[src/rtl/dma_addr_gen_mc_pkg.sv]
// am2940_pkg: instruction/mode encodings and control-register bit positions
package am2940_pkg;

    typedef enum logic [2:0] {
        WR_CR   = 3'b000,
        RD_CR   = 3'b001,
        RD_WC   = 3'b010,
        RD_AC   = 3'b011,
        REINIT  = 3'b100,
        LD_ADDR = 3'b101,
        LD_WC   = 3'b110,
        ENCT    = 3'b111
    } instr_e;

    typedef enum logic [1:0] {
        COUNT_DOWN   = 2'd0,
        WC_COMPARE   = 2'd1,
        ADDR_COMPARE = 2'd2,
        FREE_RUN     = 2'd3
    } mode_e;

    localparam int CR_DIR  = 2;
    localparam int CR_AUTO = 3;

endpackage

[src/rtl/dma_addr_gen_mc_channel.sv]
// dma_channel: one channel's registers, counters, terminal/done logic and carry outputs
module dma_channel
    import am2940_pkg::*;
#(
    parameter int WIDTH = 8
) (
    input  logic             clk,
    input  logic             rst,
    input  logic             i_wr_cr,
    input  logic             i_reinit,
    input  logic             i_ld_addr,
    input  logic             i_ld_wc,
    input  logic             i_enct,
    input  logic             i_aci,
    input  logic             i_wci,
    input  logic [WIDTH-1:0] i_data,
    output logic [3:0]       o_cr,
    output logic [WIDTH-1:0] o_ac,
    output logic [WIDTH-1:0] o_wc,
    output logic             o_done,
    output logic             o_aco,
    output logic             o_wco
);

    logic [3:0]       r_cr;
    logic [WIDTH-1:0] r_ar, r_wr, r_ac, r_wc;
    logic             r_done;

    mode_e            w_mode;
    logic             w_dir, w_auto, w_wcc, w_term, w_go, w_reload, w_clr;
    logic [WIDTH-1:0] w_next_ac, w_next_wc;

    assign w_mode    = mode_e'(r_cr[1:0]);
    assign w_dir     = r_cr[CR_DIR];
    assign w_auto    = r_cr[CR_AUTO];
    assign w_wcc     = w_mode == WC_COMPARE;
    assign w_next_ac = w_dir ? r_ac - 1'b1 : r_ac + 1'b1;
    assign w_next_wc = w_mode == COUNT_DOWN ? r_wc - 1'b1 : r_wc + 1'b1;

    // Terminal test looks at pre-step values; the word-count register doubles as end address
    assign w_term = i_wci && (w_mode == COUNT_DOWN   ? r_wc == WIDTH'(1) :
                              w_mode == WC_COMPARE   ? w_next_wc == r_wr :
                              w_mode == ADDR_COMPARE ? i_aci && w_next_ac == r_wr :
                                                       1'b0);
    assign w_go     = i_enct && (!r_done || w_auto);
    assign w_reload = i_reinit || (w_go && w_term && w_auto);
    assign w_clr    = i_wr_cr || i_reinit || i_ld_addr || i_ld_wc;

    always_ff @(posedge clk or posedge rst) begin
        if (rst) begin
            r_cr   <= '0;
            r_ar   <= '0;
            r_wr   <= '0;
            r_ac   <= '0;
            r_wc   <= '0;
            r_done <= 1'b0;
        end else begin
            if (i_wr_cr) r_cr <= i_data[3:0];
            if (i_ld_addr) r_ar <= i_data;
            if (i_ld_wc) r_wr <= i_data;
            r_ac   <= i_ld_addr ? i_data : w_reload ? r_ar : (w_go && i_aci) ? w_next_ac : r_ac;
            r_wc   <= i_ld_wc ? (w_wcc ? '0 : i_data) : w_reload ? (w_wcc ? '0 : r_wr) :
                      (w_go && i_wci) ? w_next_wc : r_wc;
            r_done <= w_clr ? 1'b0 : (w_go && w_term) ? 1'b1 : r_done;
        end
    end

    assign o_cr   = r_cr;
    assign o_ac   = r_ac;
    assign o_wc   = r_wc;
    assign o_done = r_done;
    assign o_aco  = i_aci && r_ac == {WIDTH{!w_dir}};
    assign o_wco  = i_wci && r_wc == {WIDTH{w_mode != COUNT_DOWN}};

endmodule

[src/rtl/dma_addr_gen_mc.sv]
// dma_addr_gen_mc: multi-channel DMA address generator; decodes the shared instruction
// bus, muxes the selected channel onto the outputs and holds the read-back register.
module dma_addr_gen_mc
    import am2940_pkg::*;
#(
    parameter int WIDTH = 8,
    parameter int NCH   = 2,
    parameter int CHW   = NCH > 1 ? $clog2(NCH) : 1
) (
    input  logic             clk,
    input  logic             rst,
    input  logic [2:0]       instr,
    input  logic [CHW-1:0]   ch_sel,
    input  logic [WIDTH-1:0] data_in,
    output logic [WIDTH-1:0] data_out,
    input  logic             oe_n,
    output logic [WIDTH-1:0] address,
    input  logic             aci,
    output logic             aco,
    input  logic             wci,
    output logic             wco,
    output logic             done,
    output logic [NCH-1:0]   done_vec
);

    instr_e                      w_instr;
    logic [NCH-1:0]              w_sel, w_aco, w_wco;
    logic [NCH-1:0][3:0]         w_cr;
    logic [NCH-1:0][WIDTH-1:0]   w_ac, w_wc;
    logic                        w_valid, w_done_sel, w_aco_sel, w_wco_sel;
    logic [3:0]                  w_cr_sel;
    logic [WIDTH-1:0]            w_ac_sel, w_wc_sel;
    logic [WIDTH-1:0]            r_data_out;

    assign w_instr = instr_e'(instr);
    assign w_valid = |w_sel;

    for (genvar g = 0; g < NCH; g++) begin : g_ch
        assign w_sel[g] = ch_sel == CHW'(g);
        dma_channel #(.WIDTH(WIDTH)) u_ch (
            .clk      (clk),
            .rst      (rst),
            .i_wr_cr  (w_sel[g] && w_instr == WR_CR),
            .i_reinit (w_sel[g] && w_instr == REINIT),
            .i_ld_addr(w_sel[g] && w_instr == LD_ADDR),
            .i_ld_wc  (w_sel[g] && w_instr == LD_WC),
            .i_enct   (w_sel[g] && w_instr == ENCT),
            .i_aci    (aci),
            .i_wci    (wci),
            .i_data   (data_in),
            .o_cr     (w_cr[g]),
            .o_ac     (w_ac[g]),
            .o_wc     (w_wc[g]),
            .o_done   (done_vec[g]),
            .o_aco    (w_aco[g]),
            .o_wco    (w_wco[g])
        );
    end

    // AND-OR mux: an out-of-range ch_sel selects nothing and yields zeros
    always_comb begin
        w_cr_sel   = '0;
        w_ac_sel   = '0;
        w_wc_sel   = '0;
        w_done_sel = 1'b0;
        w_aco_sel  = 1'b0;
        w_wco_sel  = 1'b0;
        for (int i = 0; i < NCH; i++) begin
            w_cr_sel   = w_cr_sel | ({4{w_sel[i]}} & w_cr[i]);
            w_ac_sel   = w_ac_sel | ({WIDTH{w_sel[i]}} & w_ac[i]);
            w_wc_sel   = w_wc_sel | ({WIDTH{w_sel[i]}} & w_wc[i]);
            w_done_sel = w_done_sel | (w_sel[i] & done_vec[i]);
            w_aco_sel  = w_aco_sel | (w_sel[i] & w_aco[i]);
            w_wco_sel  = w_wco_sel | (w_sel[i] & w_wco[i]);
        end
    end

    always_ff @(posedge clk or posedge rst) begin
        if (rst)
            r_data_out <= '0;
        else if (w_valid && (w_instr == RD_CR || w_instr == RD_WC || w_instr == RD_AC))
            r_data_out <= w_instr == RD_CR ? WIDTH'(w_cr_sel) : w_instr == RD_WC ? w_wc_sel : w_ac_sel;
    end

    assign data_out = r_data_out;
    assign address  = oe_n ? '0 : w_ac_sel;
    assign aco      = w_aco_sel;
    assign wco      = w_wco_sel;
    assign done     = w_done_sel;

endmodule

[config.mk]
export PLATFORM = sky130hd
export DESIGN_NAME = dma_addr_gen_mc
export DESIGN_NICKNAME = d
export VERILOG_FILES = /design/src/rtl/dma_addr_gen_mc_pkg.sv /design/src/rtl/dma_addr_gen_mc_channel.sv /design/src/rtl/dma_addr_gen_mc.sv
export SDC_FILE = /design/constraint.sdc
export NUM_CORES = 1
export LEC_CHECK = 0
export ABC_AREA = 1
export CAP_MARGIN = 20
export CORE_UTILIZATION = 50
export DETAILED_ROUTE_END_ITERATION = 12
export PLACE_DENSITY_LB_ADDON = 0.05
export SYNTH_ARGS = -nofsm -noshare
export SYNTH_HDL_FRONTEND = slang
export SYNTH_HIERARCHICAL = 1
export SYNTH_SLANG_ARGS = --single-unit
[constraint.sdc]
create_clock -name clk -period 3.78 [get_ports clk]
set_clock_uncertainty 0.1 [all_clocks]
set_input_delay 0.945 -clock clk [delete_from_list [all_inputs] [get_ports clk]]
set_output_delay 0.945 -clock clk [all_outputs]
set_load 0.005 [all_outputs]
# Yosys cells after proc, flatten, opt, wreduce, memory -nomap -nowiden
# Cells that the tools add are included.
# Widths: inputs -> output; s select.
# classes
add_sub_neg	8
eq_ne	21
muxes	33
n_bitwise	19
reduce_logical	55
# ops
operator	count
$mux 8	23
$eq 8x8->1	8
$add 8x1->8 const B	4
$and 8x8->8	4
$sub 8x1->8 const B	4
$logic_and 1x1->1	28
$eq 8x1->1 const B	2
$or 8x8->8	2
$eq 3x3->1 const B	4
$logic_or 1x1->1	12
$reduce_bool 3->1	4
$mux 1	10
$and 4x4->4	2
$reduce_bool 2->1	4
$and 1x1->1	6
$eq 3x2->1 const B	2
$eq 2x1->1 const B	2
$eq 2x2->1 const B	2
$logic_not 1->1	4
$logic_not 2->1	2
$or 4x4->4	1
$eq 3x1->1 const B	1
$logic_not 3->1	1
$or 1x1->1	3
$not 1->1	1
# word_totals
reg_bits	82
in_bits	17
out_inout_bits	21
elab_cells	149

# Logic depth before layout (Yosys ltp)
# Gate-level depths: netlist (run 1).
# logic_depth
ltp_word	13
mapped_depth	21
mapped_depth_nobuf	20

# By module
# Netlist (run 1), hierarchy kept.
# modules_own_cells
module	n_inst	cells_each	area_per_inst_um2	seq_area_each_um2
dma_channel (g_ch[0].u_ch)	1	468	2972.9	925.9
dma_channel (g_ch[1].u_ch)	1	477	2955.3	925.9
dma_addr_gen_mc	1	183	937.1	200.2

# Worst setup path after synthesis (run 1)
# No wires, ideal clock.
# synth_timing
path_type	in2reg
from	in instr[1]
to	reg g_ch[0].u_ch.r_wc[6]
setup_ns	0.117
arrival_ns	2.530
required_ns	3.563
path_slack_ns	1.033
stages	12
n_path_buf	2
path_cell_list	clkbuf_2 nand3_1 nor2_1 a21boi_0 nand2_1 a21oi_1 nand3_4 nand4_4 buf_4 nand2_1 nor2_1 nor2_1
# synth_between
elab_chain_len	8
elab_cells_between_ends	14
cone_classes	eq/ne (3); mux (2); reduce/logical (9)
# synth_lines
element	line	text
from (decl)	dma_addr_gen_mc.sv:12	input logic [2:0] instr,
$eq 3x3->1	dma_addr_gen_mc.sv:47	.i_enct (w_sel[g] && w_instr == ENCT),
$logic_and 1x1->1	dma_addr_gen_mc.sv:47	
$logic_and 1x1->1	dma_addr_gen_mc_channel.sv:45	assign w_go = i_enct && (!r_done || w_auto);
$logic_and 1x1->1 (2 in a row)	dma_addr_gen_mc_channel.sv:46	assign w_reload = i_reinit || (w_go && w_term && w_auto);
$logic_or 1x1->1	dma_addr_gen_mc_channel.sv:46	
$mux 8 (2 in a row)	dma_addr_gen_mc_channel.sv:62	r_wc <= i_ld_wc ? (w_wcc ? '0 : i_data) : w_reload ? (w_wcc ? '0 : r_wr) :
to (signal assigned)	dma_addr_gen_mc_channel.sv:62	
to (decl)	dma_addr_gen_mc_channel.sv:26	logic [WIDTH-1:0] r_ar, r_wr, r_ac, r_wc;
# Parallel ways exist; a longest one is shown, timed or not.
# A chain may end at the register's enable or synchronous reset.

# Worst setup path in the final report (run 1)
# layout_timing
from	in wci
to	out wco
# layout_between
elab_chain_len	3
elab_cells_between_ends	5
cone_classes	bitwise (3); reduce/logical (2)
# layout_lines
element	line	text
from (decl)	dma_addr_gen_mc.sv:20	input logic wci,
$logic_and 1x1->1	dma_addr_gen_mc_channel.sv:73	assign o_wco = i_wci && r_wc == {WIDTH{w_mode != COUNT_DOWN}};
via w_wco[0]	dma_addr_gen_mc.sv:27	logic [NCH-1:0] w_sel, w_aco, w_wco;
$and 1x1->1	dma_addr_gen_mc.sv:74	w_wco_sel = w_wco_sel | (w_sel[i] & w_wco[i]);
$or 1x1->1	dma_addr_gen_mc.sv:74	
to (decl)	dma_addr_gen_mc.sv:21	output logic wco,
# The timed path passes the listed nets, and every way through them passes these cells.

==> results by group, run 1 <==
Power and ir drop
  • Clk pwr share: 16.7%
  • PwrDens: 705 mW/mm^2
  • Internal power: 2850 uW
  • Reg power frac: between 20 and 30%
  • Max IR drop VDD: ~330 uV
  • Sw Ratio: 47.8%
  • Combinational share of power: approximately 55%
  • Leak pwr: 0.00407 uW
  • Total Power: 5450 uW
  • Switch Pwr: around 2600 uW

Clocking
  • CTS Buf Count: 9
  • Clock latency on the worst-skew pair: 350 ps
  • CTS Buffer Depth: 2
  • Post-CTS setup repair buffer count: 0
  • CTS Hold Bufs: 0
  • Post-CTS Resized: 0
  • H-tree levels: 3
  • Clock sinks: 82
  • Clock Tree Root: clkbuf_16
  • Reg clk slew, reported paths: approximately 60 ps
  • CTS tree: built

Flow run
  • Max_cap viols: 0

Run status
  • Status: complete, no violations

Global routing
  • GR Util All Layers: between 30% and 40%
  • Largest net degree at the start of global routing: 38
  • First-pass GRT wire length: 33600 um
  • Initial antenna violation count: 0
  • Gr ovfl total: 0
  • Vias in the first global route: 6223

Finish
  • Area grow syn2layout: 12.6%
  • Share of layout cells above drive strength 1: 6.44%
  • Final cell count without fillers: 1340
  • Final non-filler cell area: 0.00773 mm^2
  • Final #Nets: 1200
  • Register Area: approximately 0.0021 mm^2
  • Commonest non-fill, non-tap cell in the layout: nand2_1
  • Ant diodes: 0
  • Most frequent cells in the layout: nand2_1, nor2_1, nand3_1, inv_1, dfrtp_1
  • Fill cells: roughly 1.4k
  • Multi-input gate area: 0.00412 mm^2

Place
  • Global placement routability congestion: 0.914
  • Detailed Place HPWL: 15400 um
  • Placed Area: roughly 0.0074 mm^2
  • Post-place setup slack: 171 ps
  • PortBufs: 37
  • Number of placed instances, taps included: 1324

Synthesis
  • Yosys reg bits: 82
  • Post-Syn Area: 0.00687 mm^2
  • Syn avg cell area: 6.09 um^2
  • Netlist cell types: 38
  • Seq/Total Area, Yosys: 29.9%
  • Syn Nets: 1169
  • Post-Syn Instances: about 1.1k
  • YS warnings: 6

Die
  • Top Ports: 38
  • Die span in x: 119 um
  • Initial Utilization: between 50% and 60%
  • DIE AREA: 0.0142 mm^2
  • Die Height: 119 um
  • Core Rows: 42
  • Area of the core: between 0.01 and 0.015 mm^2

Timing
  • Final Hold Violating Endpoints: 0
  • Max Freq: 274 MHz
  • Final setup fails: 0
  • Setup TNS: 0 ps
  • Tcrit/Tclk final: 96.4%
  • Worst Tran Pin Value: about 690 ps
  • Worst relative slew slack: 53.8%
  • Post-layout min period: 3640 ps
  • Slew Limit Fails: 0
  • Unrepaired setup endpoints after global routing: false
  • Final WS setup: roughly 140 ps

Drt
  • Vias per cell: 5.29
  • Initial DRC count: 645
  • DRC: 0
  • Routed wire per std cell: 15.3 um
  • Final WL: roughly 21000 um
  • Via count: 7086
  • Final ANT Viol Nets: 0
  • TritonRoute pass-1 iters: 5

Critical path
  • Max FO, Critical Path: 4
  • CP max-delay cell: clkdlybuf4s50_1
  • Setup Crit Path Kind: in2out
  • Crit-path most repeated cell: nand2_1
  • Worst path max stage delay: 650 ps
  • WP data required: 2730 ps
  • Worst Setup End Kind: output pin
  • Worst Path Arrival: 2600 ps
  • CP cell instances: clkdlybuf4s50_1, nand2_1, nor2_1, nand2_1, nand2_1, clkdlybuf4s50_1
  • Worst setup SP type: primary input

Hold path
  • Hold Crit Class: reg2reg
-- per-stage QoR --
stage                     utilization [%]  hold WS [ps]
after global routing                 58.1           417
after CTS                            58.1           389
after global placement               55.9           368
after detailed placement             55.9           374
final                                58.1           385
after floorplan                         -           373
-- power by group through the flow --
stage          logic [uW]  clock network (uW)  registers (uW)
3_5_place_dp         2920                   0            1580
3_3_place_gp         2900                   0            1580
6_report             2970                 913            1570
4_1_cts              2940                 932            1560
5_1_grt              3400                 970            1610
2_1_floorplan        2280                   0            1390
-- Yosys cell counts --
cell type  instances  area share (%)
nor4_1             3            0.27
nand3_4            2            0.51
nand3_1          119             8.7
nand3_2            3            0.44
a21o_1             1            0.11
buf_1              1           0.055
or2_0              5            0.46
nand4_2            1            0.18
or2_2              2            0.18
o21ai_1            9            0.66
inv_2             16            0.87
a21boi_0           2            0.22
ha_1              22             4.0
xnor2_1            9             1.1
nor2_2             7            0.64
xor2_1             6            0.77
nor2_1           183              10
buf_2             10            0.73
or2_1              2            0.18
nand4_4            1            0.31
nand4_1            8            0.73
nor3_1             1           0.073
nand3b_4           1            0.29
a32oi_1            1            0.13
buf_4              7            0.77
clkbuf_1          18            0.98
nand2_2            5            0.46
nand2_1          360              20
buf_6              2            0.33
fa_1               2            0.58
dfrtp_1           82              30
a21oi_1           53             3.9
xnor3_1            1            0.33
clkbuf_2           1           0.073
o21ai_0           56             4.1
nand3b_1           8            0.87
inv_1            113             6.2
clkinv_1           5            0.27
-- kinds of logic after synthesis --
group	synth area share (%)
DFF	29.9
buffers and inverters	10.3
adders and majority gates	4.59
AOI/OAI and AO/OA	9.06
and+or+nand+nor	44.0
xor gates and xnor gates	2.24
-- worst max-delay path: cells and delay by family --
kind / cells / cell delay [ps]
and+or+nand+nor: 4 / 490
buffers and inverters: 2 / 1150
-- worst paths after layout --
check,cells past startpoint,slack (ps),endpoint,start
setup / recovery,6,140,wco,wci
hold / removal,2,390,data_out[5],data_out[5]
setup reg to reg,20,810,g_ch[0].u_ch/o_wc[3],g_ch[0].u_ch/o_cr[2]
hold reg to reg,2,390,data_out[5],data_out[5]
max in group asynchronous,3,2220,g_ch[0].u_ch/o_ac[5],rst
min in group asynchronous,2,810,data_out[0],rst
-- state kept, by name, indices dropped and copies added, names as in the netlist --
signal and cells:
g_ch.u_ch/o_ac 16, g_ch.u_ch/o_done 2, data_out 8, g_ch.u_ch/o_wc 16, g_ch.u_ch/r_ar 16, g_ch.u_ch/o_cr 8, g_ch.u_ch/r_wr 16
-- final cells by class --
type	count	area share, %
multi-input combinational	873	53.3
inverter	134	6.51
tap	176	2.85
clock inverter	2	0.453
sequential	82	26.5
timing repair buffer	59	6.93
clock buffer	14	3.41
-- metal layers --
metal,GRT usage [%],part of all wire (%)
met1,48.0,50
met2,42.3,41
met3,5.41,7.7
met4,9.41,1.8
met5,0,0
No activity file was read; power rests on OpenSTA's default activity.
==> run 2, diff against run 1 <==
CORE_MARGIN = 2   (was not set)
==> run 2 against run 1 <==
Register-to-register slack got worse by 50 ps. Final area increased by 0.36%. Highest routed layer unchanged. Fmax decreased by 1.0%. Clock-buffer cell count decreased by 4.
==> results by group, run 2 (synthesis gave the netlist of run 1 again) <==
Run status
  • Status: complete, no violations

Finish
  • Area grow syn2layout: 13.0%
  • Final #Nets: 1201 (+0.083%)
  • Share of layout cells above drive strength 1: 6.79% (+0.34 points)
  • Commonest non-fill, non-tap cell in the layout: nand2_1
  • Most frequent cells in the layout: nand2_1, nor2_1, nand3_1, inv_1, dfrtp_1
  • Ant diodes: 0 (unchanged)
  • Register Area: 0.00205 mm^2 (about the same)
  • Multi-input gate area: 0.00412 mm^2 (unchanged)
  • Fill cells: 1363 (-0.51%)

Timing
  • Worst Tran Pin Value: 669 ps (-21.2 ps)
  • Hold Slack: 389 ps (+3.91 ps)
  • Final setup fails: 0 (unchanged)
  • Final Hold Violating Endpoints: 0 (unchanged)
  • Post-layout min period: 3680 ps (+37.5 ps)
  • Setup TNS: 0 ps (unchanged)
  • Slew Limit Fails: 0 (unchanged)
  • Max Freq: 272 MHz (-1.0%)
  • Unrepaired setup endpoints after global routing: false
  • Tcrit/Tclk final: 97.4% (+0.99 points)
  • Worst relative slew slack: 55.2% (+1.4 points)

Clocking
  • Post-CTS setup repair buffer count: 0 (unchanged)
  • Clock sinks: 82 (unchanged)
  • CTS Buffer Depth: 2 (unchanged)
  • H-tree levels: 3 (unchanged)
  • CTS tree: built
  • CTS Buf Count: 9 (unchanged)
  • Reg clk slew, reported paths: 60 ps (about the same)
  • Clock Tree Root: clkbuf_16
  • Clock latency on the worst-skew pair: 350 ps (about the same)

Power and ir drop
  • PwrDens: 709 mW/mm^2 (+0.53%)
  • Leak pwr: 0.00409 uW (+0.34%)
  • Max IR drop VDD: 350 uV (+5.2%)

Global routing
  • Largest net degree at the start of global routing: 38 (unchanged)
  • Initial antenna violation count: 0 (unchanged)
  • GR Util All Layers: 29.7% (-1.0 points)
  • Vias in the first global route: 6344 (+1.9%)
  • First-pass GRT wire length: 33700 um (+0.29%)
  • Gr ovfl total: 0 (unchanged)

Die
  • Die Height: 121 um (+1.7%)
  • DIE AREA: 0.0147 mm^2 (+3.4%)
  • Core Rows: 42 (unchanged)
  • Area of the core: 0.0133 mm^2 (+0.39%)
  • Initial Utilization: 51.4% (-0.20 points)
  • Top Ports: 38 (unchanged)
  • Die span in x: 121 um (+1.7%)

Hold path
  • Hold Crit Class: reg2reg

Critical path
  • Worst Path Arrival: 2640 ps (+40 ps)
  • Setup Crit Path Kind: in2out
  • Worst Setup End Kind: output pin
  • Worst setup SP type: primary input
  • Max FO, Critical Path: 4 (unchanged)
  • WP data required: 2730 ps (about the same)

Drt
  • Final ANT Viol Nets: 0 (unchanged)
  • Final WL: 20900 um (+1.7%)
  • Vias per cell: 5.31 (+0.44%)
  • DRC: 0 (unchanged)
  • Initial DRC count: 627 (-2.8%)
  • Routed wire per std cell: 15.6 um (+1.7%)
  • Via count: 7117 (+0.44%)
  • TritonRoute pass-1 iters: 5 (unchanged)

Place
  • Global placement routability congestion: 0.900 (-1.6%)
  • Detailed Place HPWL: 15400 um (about the same)
  • PortBufs: 37 (unchanged)

Flow run
  • Max_cap viols: 0 (unchanged)
==> run 2: stage by stage <==
stage | total power (uW) | instance area, um^2 | worst slack [ps] | utilization (%) | cells
6_report | 5500 | 7760 | 98.2 | 58.1 | 1340
5_1_grt | 5990 | 7760 | 5.97 | 58.1 | 1340
4_1_cts | 5470 | 7760 | 108 | 58.1 | 1340
3_5_place_dp | 4480 | 7440 | 116 | 55.7 | 1325
3_3_place_gp | 4460 | 7440 | 36.9 | 55.7 | 1325
2_1_floorplan | 3670 | 6870 | 1030 | - | 1128
==> run 2: path summary, 6_finish.rpt <==
check	start	to	slack, ps	depth (start not counted)
hold reg to reg	data_out[6]	data_out[6]	390	2
setup reg to reg	g_ch[0].u_ch/o_cr[2]	g_ch[0].u_ch/o_wc[3]	760	17
min in group asynchronous	rst	data_out[5]	830	2
max in group asynchronous	rst	g_ch[1].u_ch/o_cr[2]	2170	3
setup / recovery	wci	wco	100	6
hold / removal	data_out[6]	data_out[6]	390	2
==> run 2: final cells by class <==
cell class | count | share of cell area (%)
Clock buffer | 10 | 3.08
Sequential cell | 82 | 26.5
Clock inverter | 5 | 1.02
Multi-Input combinational cell | 873 | 53.1
Tap cell | 176 | 2.84
Inverter | 134 | 6.48
Timing Repair Buffer | 60 | 7.00
==> run 2: worst max-delay path, stage by stage <==
cell             delay, ps
clkdlybuf4s50_1        650
nand2_1                 90
nor2_1                 220
nand2_1                100
nand2_1                120
clkdlybuf4s50_1        510
==> run 2: report_power, final <==
part           internal [uW]  leakage (uW)  total (uW)  switching [uW]
sequential              1150      0.000957        1570             419
clock                    592      0.000158         970             378
combinational           1150       0.00297        2960            1810
==> run 2: routing by layer <==
metal	GRT usage, %	wire, um	vias up
li1	-	-	3618
met1	45.7	10500	3246
met2	42.1	8500	229
met3	4.65	1400	24
met4	9.55	465	0
met5	0	0	-
==> run 2: timing repair <==
action                     CTS  global route
hold buffers                 0             0
setup endpoints to repair    0             1
gates resized for setup      0             1
==> run 3, diff against run 2 <==
CORE_ASPECT_RATIO = 1.4   (was not set)
PLACE_DENSITY = 0.78   (was not set)
PLACE_DENSITY_LB_ADDON = not set   (was 0.05)
==> run 3 against run 2 <==
Non-clock buffer count up 2. Clock power up 5%. Die area about the same. Clock-buffer cell count up 1. Global-route usage up 0.12 points. First-iteration DRC count down 28%. Largest cell class unchanged. Highest routed layer unchanged.
==> results by group, run 3 (synthesis gave the netlist of run 1 again) <==
Finish
  • Final cell count without fillers: 1348 (+0.60%)
  • Most frequent cells in the layout: nand2_1, nor2_1, nand3_1, inv_1, dfrtp_1
  • Commonest non-fill, non-tap cell in the layout: nand2_1
  • Ant diodes: 0 (unchanged)
  • Share of layout cells above drive strength 1: 6.78% (-0.012 points)
  • Area grow syn2layout: 13.9%
  • Fill cells: 1380 (+1.2%)
  • Final #Nets: 1203 (+0.17%)
  • Post-Route Utilization: 58.4% (+0.26 points)

Drt
  • Final WL: 21200 um (+1.6%)
  • Routed wire per std cell: 15.7 um (+0.95%)
  • Final ANT Viol Nets: 0 (unchanged)
  • Initial DRC count: 450 (-28%)
  • TritonRoute pass-1 iters: 5 (unchanged)
  • DRC: 0 (unchanged)
  • Vias per cell: 5.41 (+1.8%)
  • Via count: 7286 (+2.4%)

Global routing
  • First-pass GRT wire length: 33300 um (-1.2%)
  • Gr ovfl total: 0 (unchanged)
  • Vias in the first global route: 6654 (+4.9%)
  • Largest net degree at the start of global routing: 38 (unchanged)
  • GR Util All Layers: 29.8% (+0.12 points)
  • Initial antenna violation count: 0 (unchanged)

Clocking
  • Post-CTS Resized: 0 (unchanged)
  • Clock latency on the worst-skew pair: 350 ps (about the same)
  • Clock sinks: 82 (unchanged)
  • Reg clk slew, reported paths: 60 ps (about the same)
  • CTS Buf Count: 9 (unchanged)
  • CTS Buffer Depth: 2 (unchanged)
  • CTS tree: built
  • CTS Hold Bufs: 0 (unchanged)
  • Clock Tree Root: clkbuf_16
  • Post-CTS setup repair buffer count: 0 (unchanged)
  • H-tree levels: 3 (unchanged)

Timing
  • Unrepaired setup endpoints after global routing: false
  • Worst relative slew slack: 54.5% (-0.77 points)
  • Tcrit/Tclk final: 97.8% (+0.43 points)
  • Post-layout min period: 3700 ps (+16.3 ps)
  • Max Freq: 270 MHz (-0.44%)
  • Final Hold Violating Endpoints: 0 (unchanged)
  • Worst Tran Pin Value: 681 ps (+11.6 ps)
  • Slew Limit Fails: 0 (unchanged)
  • Setup TNS: 0 ps (unchanged)
  • Final setup fails: 0 (unchanged)
  • Hold Slack: 379 ps (-9.49 ps)

Critical path
  • Max FO, Critical Path: 4 (unchanged)
  • CP cell instances: clkdlybuf4s50_1, nand2_1, nor2_1, nand2_1, nand2_1, clkdlybuf4s50_1
  • Worst Path Arrival: 2650 ps (about the same)
  • Worst setup SP type: primary input
  • WP data required: 2730 ps (about the same)
  • Setup Crit Path Kind: in2out
  • WP buf/inv: 2 (unchanged)
  • Worst path max stage delay: 650 ps (about the same)
  • Crit-path most repeated cell: nand2_1
  • Top delay family on crit path: buffers and inverters
  • CP max-delay cell: clkdlybuf4s50_1
  • Worst Setup End Kind: output pin

Place
  • Detailed Place HPWL: 15900 um (+2.8%)
  • PortBufs: 37 (unchanged)
  • Global placement routability congestion: 0.973 (+8.1%)
  • Number of placed instances, taps included: 1333 (+0.60%)

Run status
  • Status: complete, no violations

Die
  • Area of the core: 0.0134 mm^2 (+0.30%)
  • Die Height: 143 um (+18%)
  • Die span in x: 103 um (-15%)
  • Core Rows: 50 (+19%)
  • Initial Utilization: 51.3% (-0.15 points)
  • DIE AREA: 0.0147 mm^2 (about the same)
  • Top Ports: 38 (unchanged)

Flow run
  • Max_cap viols: 0 (unchanged)

Power and ir drop
  • PwrDens: 712 mW/mm^2 (+0.46%)
  • Max IR drop VDD: 319 uV (-8.9%)
  • Leak pwr: 0.00411 uW (+0.58%)

Hold path
  • Hold Crit Class: reg2reg
-- run 3: metrics by stage --
| stage | power, uW | setup slack, ps | cell area [um^2] |
|---|---|---|---|
| 2_1_floorplan | 3670 | 1030 | 6870 |
| 6_report | 5570 | 81.9 | 7820 |
| 5_1_grt | 6050 | 38.3 | 7820 |
| 3_5_place_dp | 4510 | 110 | 7470 |
| 3_3_place_gp | 4450 | 82.9 | 7470 |
| 4_1_cts | 5550 | 103 | 7820 |
-- run 3: area by class of cell --
type                       count  area (um^2)  area share (%)
tap                          182          228            2.91
clock inverter                 4         98.8            1.26
timing repair buffer          62          571            7.30
multi-input combinational    873         4120            52.7
clock buffer                  11          243            3.11
sequential                    82         2050            26.3
inverter                     134          503            6.44
-- run 3: path summary, 6_finish.rpt --
path	from	to	slack (ps)	cells past startpoint
worst min-delay path	data_out[7]	data_out[7]	380	2
worst min register to register	data_out[7]	data_out[7]	380	2
max in group asynchronous	rst	g_ch[1].u_ch/r_ar[7]	2210	3
worst max register to register	g_ch[1].u_ch/o_cr[2]	g_ch[1].u_ch/o_wc[2]	660	17
min in group asynchronous	rst	data_out[3]	820	2
worst max-delay path	wci	wco	80	6
-- run 3: worst min-delay path: cells and delay by family (launching register included) --
family	cells	cell delay, ps
flip-flops	1	340
AND/OR/NAND/NOR	2	110
-- run 3: report_power, final --
group / switching, uW / internal [uW] / total, uW
Sequential: 405 / 1150 / 1550
Clock: 362 / 663 / 1020
Combinational: 1830 / 1160 / 2990
-- run 3: routing by layer --
| metal | GRT usage [%] | part of all wire [%] |
|---|---|---|
| met4 | 19.0 | 6.6 |
| met2 | 51.2 | 51 |
| met5 | 0 | 0 |
| met3 | 3.77 | 5.4 |
| met1 | 34.3 | 37 |
